<file path="src/rtl/pc_sequencer_if.sv">
// Bus bundle between the PC sequencer and its surrounding datapath:
// request/acknowledge handshakes, interrupt inputs, memory strobes,
// stack-pointer strobes and PC control strobes.
interface pc_sequencer_if #(
    parameter int unsigned DATA_WIDTH = 8
);
    // Requests and handshakes
    logic                  fetch_req;
    logic                  fetch_vld;
    logic [DATA_WIDTH-1:0] fetch_data;
    logic                  jmp_req;
    logic [DATA_WIDTH-1:0] jmp_l;
    logic [DATA_WIDTH-1:0] jmp_h;
    logic                  jmp_ack;

    // Interrupts
    logic                  nmi;
    logic                  irq;
    logic                  irq_mask;

    // Status and memory
    logic                  busy;
    logic [DATA_WIDTH-1:0] db_i;
    logic                  mem_rd;
    logic                  mem_wr;

    // Vector addressing and stack pointer
    logic                  vec_abl_en;
    logic [DATA_WIDTH-1:0] vec_addr_l;
    logic                  sp_abl;
    logic                  sp_dec;

    // PC control strobes and load target
    logic                  pcl_abl;
    logic                  pch_abh;
    logic                  pcl_db;
    logic                  pch_db;
    logic                  abl_pcl;
    logic                  abh_pch;
    logic                  pci;
    logic [DATA_WIDTH-1:0] abli;
    logic [DATA_WIDTH-1:0] abhi;

    // Sequencer side
    modport slave (
        input  fetch_req, jmp_req, jmp_l, jmp_h, nmi, irq, irq_mask, db_i,
        output fetch_vld, fetch_data, jmp_ack, busy, mem_rd, mem_wr,
               vec_abl_en, vec_addr_l, sp_abl, sp_dec,
               pcl_abl, pch_abh, pcl_db, pch_db, abl_pcl, abh_pch, pci,
               abli, abhi
    );

    // Datapath / requester side
    modport master (
        output fetch_req, jmp_req, jmp_l, jmp_h, nmi, irq, irq_mask, db_i,
        input  fetch_vld, fetch_data, jmp_ack, busy, mem_rd, mem_wr,
               vec_abl_en, vec_addr_l, sp_abl, sp_dec,
               pcl_abl, pch_abh, pcl_db, pch_db, abl_pcl, abh_pch, pci,
               abli, abhi
    );
endinterface

</file>
<file path="src/rtl/pc_sequencer.sv">
// Program-counter sequencer: reset-vector load, byte fetch with PC
// increment, absolute jump, and NMI/IRQ entry (push PCH, PCL, then load
// the vector). All outputs are decoded from the current state (db_i is
// passed through in the states that consume read data).
module pc_sequencer #(
    parameter int unsigned           DATA_WIDTH = 8,
    parameter logic [DATA_WIDTH-1:0] VEC_H      = 8'hFF,
    parameter logic [DATA_WIDTH-1:0] NMI_VEC_L  = 8'hFA,
    parameter logic [DATA_WIDTH-1:0] RST_VEC_L  = 8'hFC,
    parameter logic [DATA_WIDTH-1:0] IRQ_VEC_L  = 8'hFE
) (
    input  logic           clk,
    input  logic           rst,
    pc_sequencer_if.slave  bus
);

    typedef enum logic [3:0] {
        S_RST,
        S_VEC_A,
        S_VEC_B,
        S_VEC_LD,
        S_IDLE,
        S_PUSH_H,
        S_PUSH_L,
        S_JUMP,
        S_FETCH_A,
        S_FETCH_D
    } state_t;

    typedef enum logic [1:0] {
        SEL_RST,
        SEL_NMI,
        SEL_IRQ
    } vec_sel_t;

    // The vector page shares the bus with the stack page; they must differ.
    if (VEC_H == DATA_WIDTH'(1)) begin : g_vec_page_check
        $error("pc_sequencer: vector page collides with the stack page");
    end

    state_t                state, state_d;
    vec_sel_t              sel, sel_d;
    logic                  nmi_q;
    logic                  nmi_pend;
    logic                  nmi_edge;
    logic                  nmi_any;
    logic                  nmi_take;
    logic [DATA_WIDTH-1:0] tmp_l;
    logic [DATA_WIDTH-1:0] sel_l;

    // A fresh edge counts in the same IDLE cycle, so an NMI arriving
    // alongside an IRQ wins; that edge is then consumed rather than latched.
    assign nmi_edge = bus.nmi & ~nmi_q;
    assign nmi_any  = nmi_pend | nmi_edge;

    // State register; reset aborts any sequence immediately.
    always_ff @(posedge clk or posedge rst) begin
        if (rst) begin
            state <= S_RST;
        end else begin
            state <= state_d;
        end
    end

    // NMI edge tracking, vector select and low-byte holding register.
    always_ff @(posedge clk or posedge rst) begin
        if (rst) begin
            nmi_q    <= 1'b0;
            nmi_pend <= 1'b0;
            tmp_l    <= '0;
            sel      <= SEL_RST;
        end else begin
            nmi_q    <= bus.nmi;
            nmi_pend <= nmi_take ? 1'b0 : nmi_any;
            sel      <= sel_d;
            if (state == S_VEC_B) begin
                tmp_l <= bus.db_i;
            end
        end
    end

    // Low byte of the selected vector.
    always_comb begin
        sel_l = RST_VEC_L;
        case (sel)
            SEL_NMI: sel_l = NMI_VEC_L;
            SEL_IRQ: sel_l = IRQ_VEC_L;
            default: sel_l = RST_VEC_L;
        endcase
    end

    // Next-state decision, including the IDLE arbitration.
    always_comb begin
        state_d  = state;
        sel_d    = sel;
        nmi_take = 1'b0;
        case (state)
            S_RST: begin
                sel_d   = SEL_RST;
                state_d = S_VEC_A;
            end
            S_VEC_A:  state_d = S_VEC_B;
            S_VEC_B:  state_d = S_VEC_LD;
            S_VEC_LD: state_d = S_IDLE;
            S_IDLE: begin
                if (nmi_any) begin
                    nmi_take = 1'b1;
                    sel_d    = SEL_NMI;
                    state_d  = S_PUSH_H;
                end else if (bus.irq && !bus.irq_mask) begin
                    sel_d   = SEL_IRQ;
                    state_d = S_PUSH_H;
                end else if (bus.jmp_req) begin
                    state_d = S_JUMP;
                end else if (bus.fetch_req) begin
                    state_d = S_FETCH_A;
                end
            end
            S_PUSH_H:  state_d = S_PUSH_L;
            S_PUSH_L:  state_d = S_VEC_A;
            S_JUMP:    state_d = S_IDLE;
            S_FETCH_A: state_d = S_FETCH_D;
            S_FETCH_D: state_d = S_IDLE;
            default:   state_d = S_RST;
        endcase
    end

    // State-decoded strobes; everything idles at zero unless asserted here.
    always_comb begin
        bus.busy       = (state != S_IDLE);
        bus.fetch_vld  = 1'b0;
        bus.fetch_data = '0;
        bus.jmp_ack    = 1'b0;
        bus.mem_rd     = 1'b0;
        bus.mem_wr     = 1'b0;
        bus.vec_abl_en = 1'b0;
        bus.vec_addr_l = '0;
        bus.sp_abl     = 1'b0;
        bus.sp_dec     = 1'b0;
        bus.pcl_abl    = 1'b0;
        bus.pch_abh    = 1'b0;
        bus.pcl_db     = 1'b0;
        bus.pch_db     = 1'b0;
        bus.abl_pcl    = 1'b0;
        bus.abh_pch    = 1'b0;
        bus.pci        = 1'b0;
        bus.abli       = '0;
        bus.abhi       = '0;
        case (state)
            S_VEC_A: begin
                bus.vec_abl_en = 1'b1;
                bus.mem_rd     = 1'b1;
                bus.vec_addr_l = sel_l;
            end
            S_VEC_B: begin
                bus.vec_abl_en = 1'b1;
                bus.mem_rd     = 1'b1;
                bus.vec_addr_l = sel_l + DATA_WIDTH'(1);
            end
            S_VEC_LD: begin
                bus.abli    = tmp_l;
                bus.abhi    = bus.db_i;
                bus.abl_pcl = 1'b1;
                bus.abh_pch = 1'b1;
            end
            S_PUSH_H: begin
                bus.sp_abl = 1'b1;
                bus.mem_wr = 1'b1;
                bus.pch_db = 1'b1;
                bus.sp_dec = 1'b1;
            end
            S_PUSH_L: begin
                bus.sp_abl = 1'b1;
                bus.mem_wr = 1'b1;
                bus.pcl_db = 1'b1;
                bus.sp_dec = 1'b1;
            end
            S_JUMP: begin
                bus.abli    = bus.jmp_l;
                bus.abhi    = bus.jmp_h;
                bus.abl_pcl = 1'b1;
                bus.abh_pch = 1'b1;
                bus.jmp_ack = 1'b1;
            end
            S_FETCH_A: begin
                bus.pcl_abl = 1'b1;
                bus.pch_abh = 1'b1;
                bus.mem_rd  = 1'b1;
            end
            S_FETCH_D: begin
                bus.pci        = 1'b1;
                bus.fetch_vld  = 1'b1;
                bus.fetch_data = bus.db_i;
            end
            default: ;
        endcase
    end

endmodule
</file>
<file path="src/flat_wrapper.sv">
// flat-port wrapper written by rule: the top's interface ports become plain ports
module pc_sequencer_flat 
#(
    parameter int unsigned           DATA_WIDTH = 8,
    parameter logic [DATA_WIDTH-1:0] VEC_H      = 8'hFF,
    parameter logic [DATA_WIDTH-1:0] NMI_VEC_L  = 8'hFA,
    parameter logic [DATA_WIDTH-1:0] RST_VEC_L  = 8'hFC,
    parameter logic [DATA_WIDTH-1:0] IRQ_VEC_L  = 8'hFE
)
  (clk, rst, bus_fetch_req, bus_jmp_req, bus_jmp_l, bus_jmp_h, bus_nmi, bus_irq, bus_irq_mask, bus_db_i, bus_fetch_vld, bus_fetch_data, bus_jmp_ack, bus_busy, bus_mem_rd, bus_mem_wr, bus_vec_abl_en, bus_vec_addr_l, bus_sp_abl, bus_sp_dec, bus_pcl_abl, bus_pch_abh, bus_pcl_db, bus_pch_db, bus_abl_pcl, bus_abh_pch, bus_pci, bus_abli, bus_abhi);
  pc_sequencer_if #(.DATA_WIDTH(DATA_WIDTH)) bus_i ();
  input  logic clk;
  input  logic rst;
  input wire logic [$bits(bus_i.fetch_req)-1:0] bus_fetch_req;
  input wire logic [$bits(bus_i.jmp_req)-1:0] bus_jmp_req;
  input wire logic [$bits(bus_i.jmp_l)-1:0] bus_jmp_l;
  input wire logic [$bits(bus_i.jmp_h)-1:0] bus_jmp_h;
  input wire logic [$bits(bus_i.nmi)-1:0] bus_nmi;
  input wire logic [$bits(bus_i.irq)-1:0] bus_irq;
  input wire logic [$bits(bus_i.irq_mask)-1:0] bus_irq_mask;
  input wire logic [$bits(bus_i.db_i)-1:0] bus_db_i;
  output wire logic [$bits(bus_i.fetch_vld)-1:0] bus_fetch_vld;
  output wire logic [$bits(bus_i.fetch_data)-1:0] bus_fetch_data;
  output wire logic [$bits(bus_i.jmp_ack)-1:0] bus_jmp_ack;
  output wire logic [$bits(bus_i.busy)-1:0] bus_busy;
  output wire logic [$bits(bus_i.mem_rd)-1:0] bus_mem_rd;
  output wire logic [$bits(bus_i.mem_wr)-1:0] bus_mem_wr;
  output wire logic [$bits(bus_i.vec_abl_en)-1:0] bus_vec_abl_en;
  output wire logic [$bits(bus_i.vec_addr_l)-1:0] bus_vec_addr_l;
  output wire logic [$bits(bus_i.sp_abl)-1:0] bus_sp_abl;
  output wire logic [$bits(bus_i.sp_dec)-1:0] bus_sp_dec;
  output wire logic [$bits(bus_i.pcl_abl)-1:0] bus_pcl_abl;
  output wire logic [$bits(bus_i.pch_abh)-1:0] bus_pch_abh;
  output wire logic [$bits(bus_i.pcl_db)-1:0] bus_pcl_db;
  output wire logic [$bits(bus_i.pch_db)-1:0] bus_pch_db;
  output wire logic [$bits(bus_i.abl_pcl)-1:0] bus_abl_pcl;
  output wire logic [$bits(bus_i.abh_pch)-1:0] bus_abh_pch;
  output wire logic [$bits(bus_i.pci)-1:0] bus_pci;
  output wire logic [$bits(bus_i.abli)-1:0] bus_abli;
  output wire logic [$bits(bus_i.abhi)-1:0] bus_abhi;
  assign bus_i.fetch_req = bus_fetch_req;
  assign bus_i.jmp_req = bus_jmp_req;
  assign bus_i.jmp_l = bus_jmp_l;
  assign bus_i.jmp_h = bus_jmp_h;
  assign bus_i.nmi = bus_nmi;
  assign bus_i.irq = bus_irq;
  assign bus_i.irq_mask = bus_irq_mask;
  assign bus_i.db_i = bus_db_i;
  assign bus_fetch_vld = bus_i.fetch_vld;
  assign bus_fetch_data = bus_i.fetch_data;
  assign bus_jmp_ack = bus_i.jmp_ack;
  assign bus_busy = bus_i.busy;
  assign bus_mem_rd = bus_i.mem_rd;
  assign bus_mem_wr = bus_i.mem_wr;
  assign bus_vec_abl_en = bus_i.vec_abl_en;
  assign bus_vec_addr_l = bus_i.vec_addr_l;
  assign bus_sp_abl = bus_i.sp_abl;
  assign bus_sp_dec = bus_i.sp_dec;
  assign bus_pcl_abl = bus_i.pcl_abl;
  assign bus_pch_abh = bus_i.pch_abh;
  assign bus_pcl_db = bus_i.pcl_db;
  assign bus_pch_db = bus_i.pch_db;
  assign bus_abl_pcl = bus_i.abl_pcl;
  assign bus_abh_pch = bus_i.abh_pch;
  assign bus_pci = bus_i.pci;
  assign bus_abli = bus_i.abli;
  assign bus_abhi = bus_i.abhi;
  pc_sequencer #(.DATA_WIDTH(DATA_WIDTH), .VEC_H(VEC_H), .NMI_VEC_L(NMI_VEC_L), .RST_VEC_L(RST_VEC_L), .IRQ_VEC_L(IRQ_VEC_L)) u_core (.clk(clk), .rst(rst), .bus(bus_i));
endmodule
</file>
<file path="config.mk">
export PLATFORM = sky130hd
export DESIGN_NAME = pc_sequencer_flat
export DESIGN_NICKNAME = d
export VERILOG_FILES = /design/src/rtl/pc_sequencer_if.sv /design/src/rtl/pc_sequencer.sv /design/src/flat_wrapper.sv
export SDC_FILE = /design/constraint.sdc
export NUM_CORES = 1
export LEC_CHECK = 0
export BUFFER_PORTS_ARGS = -buffer_cell sky130_fd_sc_hd__buf_2
export CORE_MARGIN = 1
export CORE_UTILIZATION = 40
export DETAILED_ROUTE_END_ITERATION = 8
export GPL_TIMING_DRIVEN = 0
export PLACE_DENSITY = 0.86
export SLEW_MARGIN = 20
export SYNTH_ARGS = -nofsm -noshare
export SYNTH_HDL_FRONTEND = slang
export SYNTH_SLANG_ARGS = --single-unit
</file>
<file path="constraint.sdc">
create_clock -name clk -period 2.5 [get_ports clk]
set_input_delay 0.25 -clock clk [delete_from_list [all_inputs] [get_ports clk]]
set_output_delay 0.25 -clock clk [all_outputs]
set_load 0.01 [all_outputs]
</file>
==> results.yml, run 1 <==
sta:
  slew_headroom_pct: 54.6
  period_share_pct: 92.6
  hold_ws_ns: 0.0110
  grt_setup_unrepaired: "false"
  fmax_mhz: 432
  hold_violations: 0
  setup_viol: 0
  tns_ns: 0
  worst_slew_pin_slew_ns: 0.675
  period_needed_ns: 2.31
  report.final.slew_viol_count: 0
  finalClockSkew_ns: 0.00428
clocking:
  cts_hold_repair.buffers: 0
  clock_latency_ns: 0.29
  clock_path_buffers: 2
  cts-root-buf: "clkbuf_4"
  cts_resized: 0
  clk_pin_slew_ns: 0.10
  cts_sinks: 16
  htree_levels: 1
  postCtsSetupBuffers: 0
  cts_tree: "built"
  cts_made_buffers: 3
critical_path:
  crit_family: "simple AND/OR/NAND/NOR gates"
  cp_max_fo: 10
  critPathKind: "register to primary output"
  rrSetupSlack_ns: 0.74
  cp-start-kind: "register"
  cp_data_arrival_time_ns: 2.06
  cp-end-kind: "primary output"
  cp_data_required_time_ns: 2.25
  cp_common_cell: "buf_2"
  worst-path-buf-inv: 3
  worstPathCellList: "buf_2 -> nand2b_1 -> nor2_1 -> buf_2 -> a22o_1 -> buf_2"
  max_stage_delay_ns: 0.41
  crit_slowest_cell: "nor2_1"
floorplanning:
  chipWidth_um: 54.0
  start_util_pct: 42.9
  io_pins: 78
  die_h_um: 54.0
  rows: 18
  die-area_um2: 2920
  core_area_um2: 2520
global_route:
  antenna_found_initial: 0
  grt_start_max_net_pins: 17
  grt_first_pass_wirelength_um: 3840
  track_usage_pct: 18.0
  first_global_vias: 961
  grt_overflow: 0
synth:
  ys_warn_count: 0
  synth-main-ff-cell: "dfrtp_1"
  synth.area.top_cells: "dfrtp_1 37%, a22o_1 13%, mux2_2 8.3%, buf_4 6.9%, and2_1 4.6%"
  synth_mux_area_share_pct: 8.32
  yosys.cell_types.count: 32
  yosys-top-cells-count: "16 x a22o_1, 16 x dfrtp_1, 10 x buf_4"
  async_flop_share_pct: 100
  synthAdderAreaFrac_pct: 1.16
  synth_top_area_share_pct: 37.0
  synth_xor_xnor_area_share_pct: 0
  yosysSeqAreaShare_pct: 37.0
  yosys.area_share.simple_pct: 19.4
  synth_fp_nets: 144
  synth_edf_count: 0
  postSynthCellCount: 112
  synth_top_family_by_area: "compound AO/OA/AOI/OAI gates"
  netlist_area_um2: 1080
  syn_avg_cell_area_um2: 9.66
  synth_area_leader_cell: "dfrtp_1"
  ys_ff_latch: 16
  synth_compound_area_share_pct: 21.3
pwr:
  p_clk_share_pct: 10.3
  peakVddDrop_v: 0.000909
  internal_power_uw: 989
  p_seq_share_pct: 26.3
  power_frac_comb_pct: 63.4
  total_power_mw: 1.66
  power_density_nw_per_um2: 1080
  switching_share_pct: 40.5
  netSwitchingPower_uw: 672
  p_leak_nw: 0.892
drt:
  ant_nets: 0
  drt_first_pass_iters: 4
  vias_per_cell: 5.09
  drt-total-wl_um: 2640
  drc_errors: 0
  wire_per_inst_um: 11.8
  detail_route.iter0.violations: 18
  dr_total_vias: 1134
finish:
  syn_to_final_growth_pct: 42.4
  layout.nets: 226
  n_antenna_cell: 0
  fillers: 231
  drive_gt1_share_pct: 56.5
  layout.cells.non_filler: 223
status:
  outcome: "completed"
job:
  max_cap_violations: 0
placed_design:
  io_buffers: 77
  hpwl_um: 2050
  place_inst: 219
  place_congestion: 0.806
hold_path:
  worst_hold_path_type: "input port to asynchronous set/reset pin"
## power by group through the flow
stage	registers, mW	logic (mW)	clock network, mW
2_1_floorplan	0.426	0.738	0
3_3_place_gp	0.436	1.03	0
3_5_place_dp	0.441	1.05	0
4_1_cts	0.436	1.06	0.180
5_1_grt	0.452	1.17	0.191
6_report	0.436	1.05	0.172
## per-stage QoR
| step | utilization, % | area (µm²) | worst slack (ns) |
|---|---|---|---|
| finish | 61.1 | 1540 | 0.186 |
| global route | 61.1 | 1540 | 0.0293 |
| CTS | 61.1 | 1540 | 0.151 |
| detailed placement | 59.7 | 1510 | 0.488 |
| global placement | 59.7 | 1510 | 0.515 |
| floorplan | - | 1080 | 0.764 |
## layer usage
metal  up-vias  wire, µm  GRT usage [%]  part of all wire (%)
met5         -         0              0                     0
met4         0        15           2.56                  0.57
met2        72      1290           36.4                    49
met1       504      1040           18.5                    39
met3         2       294           4.52                    11
li1        556         -              -                     -
## path summary, 6_finish.rpt
kind / start / end / cells past startpoint
worst max register to register: u_core.state[0] / u_core.sel[1] / 5
min in group clk: bus_nmi / u_core.nmi_q / 1
max in group asynchronous: rst / u_core.tmp_l[0] / 2
worst min register to register: u_core.tmp_l[4] / u_core.tmp_l[4] / 1
worst max-delay path: u_core.state[3] / bus_abhi[1] / 6
worst min-delay path: rst / u_core.state[0] / 2
## placed cells by master, fill, tap and decap left out, types with 2 or more instances in the layout
| cell | count |
|---|---|
| inv_1 | 5 |
| nor2_1 | 8 |
| nor3_1 | 3 |
| a21oi_1 | 4 |
| mux2_2 | 8 |
| nor4_1 | 2 |
| a22o_1 | 16 |
| buf_2 | 82 |
| dfrtp_1 | 16 |
| nand2b_1 | 5 |
| nor2b_1 | 2 |
| or2_2 | 2 |
| and2_1 | 8 |
| clkbuf_4 | 3 |
| buf_4 | 10 |
## cells by family (layout without fill, tap and decap cells)
family                     after synthesis  in the layout
adders and majority gates                1              1
AOI/OAI and AO/OA                       29             29
buffers and inverters                   23            104
DFF                                     16             16
and+or+nand+nor                         35             35
muxes                                    8              8
## sequential cells by signal (all words and copies together) (netlist names)
register,cells
u_core.tmp_l,8
u_core.sel,2
u_core.nmi_q,1
u_core.state,4
u_core.nmi_pend,1
## cell type report
| class | instances | area, µm² | area share [%] |
|---|---|---|---|
| flip-flops and latches | 16 | 400 | 26.0 |
| clock buffers | 4 | 36.3 | 2.35 |
| repair buffers | 77 | 385 | 25.0 |
| plain buffers | 18 | 120 | 7.79 |
| inverters | 5 | 18.8 | 1.22 |
| multi-input cells | 73 | 543 | 35.2 |
| well taps | 30 | 37.5 | 2.44 |
(Power assumes the default switching activity.)
==> inputs of run 2 (changes only) <==
==> constraint.sdc (replaced) <==
create_clock -name clk -period 2.5 [get_ports clk]
set_input_delay 0.5 -clock clk [delete_from_list [all_inputs] [get_ports clk]]
set_output_delay 0.5 -clock clk [all_outputs]
set_load 0.01 [all_outputs]
==> run 2 against run 1 <==
Largest power group unchanged. Combinational power about the same. Critical path type unchanged. Clock skew decreased by 0.0014 ns. Register-to-register slack is essentially flat. Worst hold slack gained 0.25 ns. Final cell count is the same.
==> results.yml, run 2 (synthesis gave the netlist of run 1 again) <==
critical_path:
  crit_start: "u_core.state[3]"
  r2r_cells: 5
  cp-start-kind: "register"
  critPathKind: "register to primary output"
  cp_data_required_time_ns: 2.00
  cp-end-kind: "primary output"
  cp_data_arrival_time_ns: 1.89
  cp_max_fo: 10
  r2r-start: "u_core.state[0]"
placed_design:
  dp_slack_ns: 0.238
  hpwl_um: 2050
  io_buffers: 77
  place_inst: 219
  place_congestion: 0.806
clocking:
  cts-root-buf: "clkbuf_4"
  clock_latency_ns: 0.29
  clock_path_buffers: 2
  postCtsSetupBuffers: 0
  cts_tree: "built"
  htree_levels: 1
  clk_pin_slew_ns: 0.10
  cts_sinks: 16
  cts_made_buffers: 3
  cts_hold_repair.buffers: 0
sta:
  setup_slack_ns: 0.112
  hold_violations: 0
  slew_headroom_pct: 60.0
  period_needed_ns: 2.39
  fmax_mhz: 419
  period_share_pct: 95.5
  report.final.slew_viol_count: 0
  grt_setup_unrepaired: "true"
  finalClockSkew_ns: 0.00292
  worst_slew_pin_slew_ns: 0.599
  tns_ns: 0
  setup_viol: 0
floorplanning:
  chipWidth_um: 54.0
  io_pins: 78
  start_util_pct: 42.9
  die-area_um2: 2920
  core_area_um2: 2520
  rows: 18
  die_h_um: 54.0
pwr:
  power_density_nw_per_um2: 1080
  p_leak_nw: 0.894
  total_power_mw: 1.68
  peakVddDrop_v: 0.000914
drt:
  detail_route.iter0.violations: 7
  wire_per_inst_um: 12.0
  drc_errors: 0
  drt-total-wl_um: 2670
  vias_per_cell: 5.01
  dr_total_vias: 1118
  ant_nets: 0
  drt_first_pass_iters: 4
finish:
  final_cell_mix: "82 x buf_2, 16 x a22o_1, 16 x dfrtp_1"
  layout.cells.non_filler: 223
  largestRegisters: "u_core.tmp_l: 8 flops, u_core.state: 4 flops, u_core.sel: 2 flops"
  fin_util_pct: 61.6
  final_common_cell: "buf_2"
  n_antenna_cell: 0
  syn_to_final_growth_pct: 43.6
  largest_reg_flops: 8
  layout.nets: 226
  largest-register: "u_core.tmp_l"
  drive_gt1_share_pct: 57.5
global_route:
  antenna_found_initial: 0
  grt_first_pass_wirelength_um: 3840
  grt_overflow: 0
  first_global_vias: 961
  track_usage_pct: 18.0
  grt_start_max_net_pins: 17
hold_path:
  worst_hold_path_type: "input port to asynchronous set/reset pin"
job:
  max_cap_violations: 0
status:
  outcome: "completed"
[run 2: changes by cell type in the layout (fill, tap and decap cells not counted)]
cell,previous run,this run
nor2_1,8,7
nor2_4,0,1
nor3_1,3,2
nor3_2,0,1
[run 2: metal layers]
layer,track usage [%],vias up,share of wire (%)
li1,-,555,-
met2,36.4,66,48
met3,4.52,2,11
met4,2.56,0,0.56
met1,18.5,495,40
met5,0,-,0
[run 2: cell type report]
class	instances	area [µm²]
well taps	30	37.5
clock buffers	4	36.3
flip-flops and latches	16	400
inverters	5	18.8
repair buffers	77	385
plain buffers	18	120
fillers	229	968
multi-input cells	73	556
[run 2: critical path: stages, from the launching register on]
cell and delay [ns]:
dfrtp_1 0.37, buf_2 0.18, nand2b_1 0.28, nor2_4 0.24
buf_2 0.24, a22o_1 0.17, buf_2 0.12
[run 2: metrics by stage]
step	hold slack, ns	cell area [µm²]
2_1_floorplan	0.414	1080
3_3_place_gp	0.484	1510
3_5_place_dp	0.496	1510
6_report	0.259	1550
4_1_cts	0.281	1550
5_1_grt	0.308	1550
[run 2: timing repair]
item,4_1_cts,5_1_grt
endpoints found under the hold margin,0,0
setup endpoints to repair,10,9
resized for setup,2,1
[run 2: final timing paths]
check                                        to  slack [ns]
worst max-delay path                bus_abhi[1]        0.11
worst min-delay path            u_core.state[0]        0.26
worst max register to register    u_core.sel[1]        0.74
worst min register to register  u_core.tmp_l[4]        0.51
max in group asynchronous       u_core.tmp_l[0]        1.85
min in group clk                   u_core.nmi_q        0.32
[run 2: power breakdown]
group	leakage, nW	switching, mW	internal [mW]
logic	0.680	0.541	0.528
clock network	0.0210	0.0844	0.0888
registers	0.193	0.0610	0.377
total	0.894	0.687	0.993
==> inputs of run 3 (changes only) <==
SKIP_CTS_REPAIR_TIMING = 1   (was unset)
clock period = 2.65 ns   (was 2.5 ns; I/O delays follow)
==> run 3 against run 2 <==
Worst setup slack improved by 0.044 ns. Final cell count unchanged. Sequential cell count unchanged. Via count increased by 0.63%. Combinational power decreased by 7%. Critical path type unchanged. Clock power decreased by 5%. Die area unchanged.
==> results.yml, run 3 (synthesis gave the netlist of run 1 again) <==
status:
  outcome: "completed"
global_route:
  grt_first_pass_wirelength_um: 3840
  track_usage_pct: 18.0
  grt_start_max_net_pins: 17
  grt_overflow: 0
  antenna_found_initial: 0
  first_global_vias: 961
sta:
  finalClockSkew_ns: 0.000628
  period_share_pct: 94.1
  report.final.slew_viol_count: 0
  grt_setup_unrepaired: "false"
  hold_violations: 0
  setup_viol: 0
  worst_slew_pin_slew_ns: 0.605
  hold_ws_ns: 0.291
  fmax_mhz: 401
  slew_headroom_pct: 59.7
  tns_ns: 0
  period_needed_ns: 2.49
drt:
  drc_errors: 0
  detail_route.iter0.violations: 9
  vias_per_cell: 5.04
  dr_total_vias: 1125
  drt-total-wl_um: 2670
  wire_per_inst_um: 12.0
  drt_first_pass_iters: 4
  ant_nets: 0
finish:
  final_cell_mix: "82 x buf_2, 16 x a22o_1, 16 x dfrtp_1"
  drive_gt1_share_pct: 57.5
  largestRegisters: "u_core.tmp_l: 8 flops, u_core.state: 4 flops, u_core.sel: 2 flops"
  n_antenna_cell: 0
  final_common_cell: "buf_2"
  layout.nets: 226
  final_area_um2: 1550
  layout.cells.non_filler: 223
  largest-register: "u_core.tmp_l"
  largest_reg_flops: 8
  syn_to_final_growth_pct: 43.1
clocking:
  htree_levels: 1
  clock_path_buffers: 2
  cts_sinks: 16
  clk_pin_slew_ns: 0.10
  clock_latency_ns: 0.29
  cts_tree: "built"
  cts-root-buf: "clkbuf_4"
  cts_made_buffers: 3
critical_path:
  cp-start-kind: "register"
  crit_slowest_cell: "dfrtp_1"
  cp-end-kind: "primary output"
  worstPathCellList: "buf_2 -> nand2b_1 -> nor2_2 -> buf_2 -> a22o_1 -> buf_2"
  cp_data_required_time_ns: 2.12
  critPathKind: "register to primary output"
  crit_family: "buffers and inverters"
  cp_common_cell: "buf_2"
  max_stage_delay_ns: 0.37
  worst-path-buf-inv: 3
  cp_max_fo: 10
  cp_data_arrival_time_ns: 1.96
placed_design:
  place_congestion: 0.806
  placed_cell_area_um2: 1510
  io_buffers: 77
  hpwl_um: 2050
  place_inst: 219
pwr:
  p_leak_nw: 0.893
  power_density_nw_per_um2: 1020
  peakVddDrop_v: 0.000860
floorplanning:
  chipWidth_um: 54.0
  core_area_um2: 2520
  start_util_pct: 42.9
  die-area_um2: 2920
  die_h_um: 54.0
  rows: 18
  io_pins: 78
hold_path:
  worst_hold_path_type: "input port to asynchronous set/reset pin"
job:
  max_cap_violations: 0
run 3: area by class of cell:
type                    instances  area (µm²)
plain buffers                  18         120
clock buffers                   4        36.3
fillers                       230         973
inverters                       5        18.8
multi-input cells              73         551
flip-flops and latches         16         400
well taps                      30        37.5
repair buffers                 77         385
run 3: power breakdown:
| part | internal (mW) | switching [mW] |
|---|---|---|
| registers | 0.355 | 0.0572 |
| logic | 0.496 | 0.506 |
| clock network | 0.0837 | 0.0808 |
run 3: metal layers:
metal	GRT usage, %	wire, µm	part of all wire, %
met1	18.5	1080	41
met2	36.4	1290	48
met3	4.52	286	11
met4	2.56	15	0.56
met5	0	0	0
run 3: final timing paths:
check                           startpoint              end  slack, ns  depth (start not counted)
hold reg to reg            u_core.tmp_l[4]  u_core.tmp_l[4]       0.51                          1
max in group asynchronous              rst  u_core.tmp_l[0]       1.97                          2
setup / recovery           u_core.state[3]      bus_abhi[1]       0.16                          6
setup reg to reg           u_core.state[0]    u_core.sel[1]       0.90                          5
hold / removal                         rst  u_core.tmp_l[6]       0.29                          2
min in group clk                   bus_nmi     u_core.nmi_q       0.35                          1
run 3: worst reg2reg max path, delay by kind of cell, from the launching register on:
family                 cells  cell delay, ns
buffers and inverters      2            0.33
AND/OR/NAND/NOR            2            0.84
flip-flops                 1            0.37
AO/OA/AOI/OAI              1            0.14
run 3: stage by stage:
| step | setup WS [ns] | utilization (%) | power [mW] |
|---|---|---|---|
| 2_1_floorplan | 0.634 | - | 1.10 |
| 3_5_place_dp | 0.358 | 59.7 | 1.41 |
| 5_1_grt | 0.0325 | 61.4 | 1.71 |
| 4_1_cts | 0.0213 | 61.1 | 1.58 |
| 3_3_place_gp | 0.385 | 59.7 | 1.39 |
| 6_report | 0.156 | 61.4 | 1.58 |
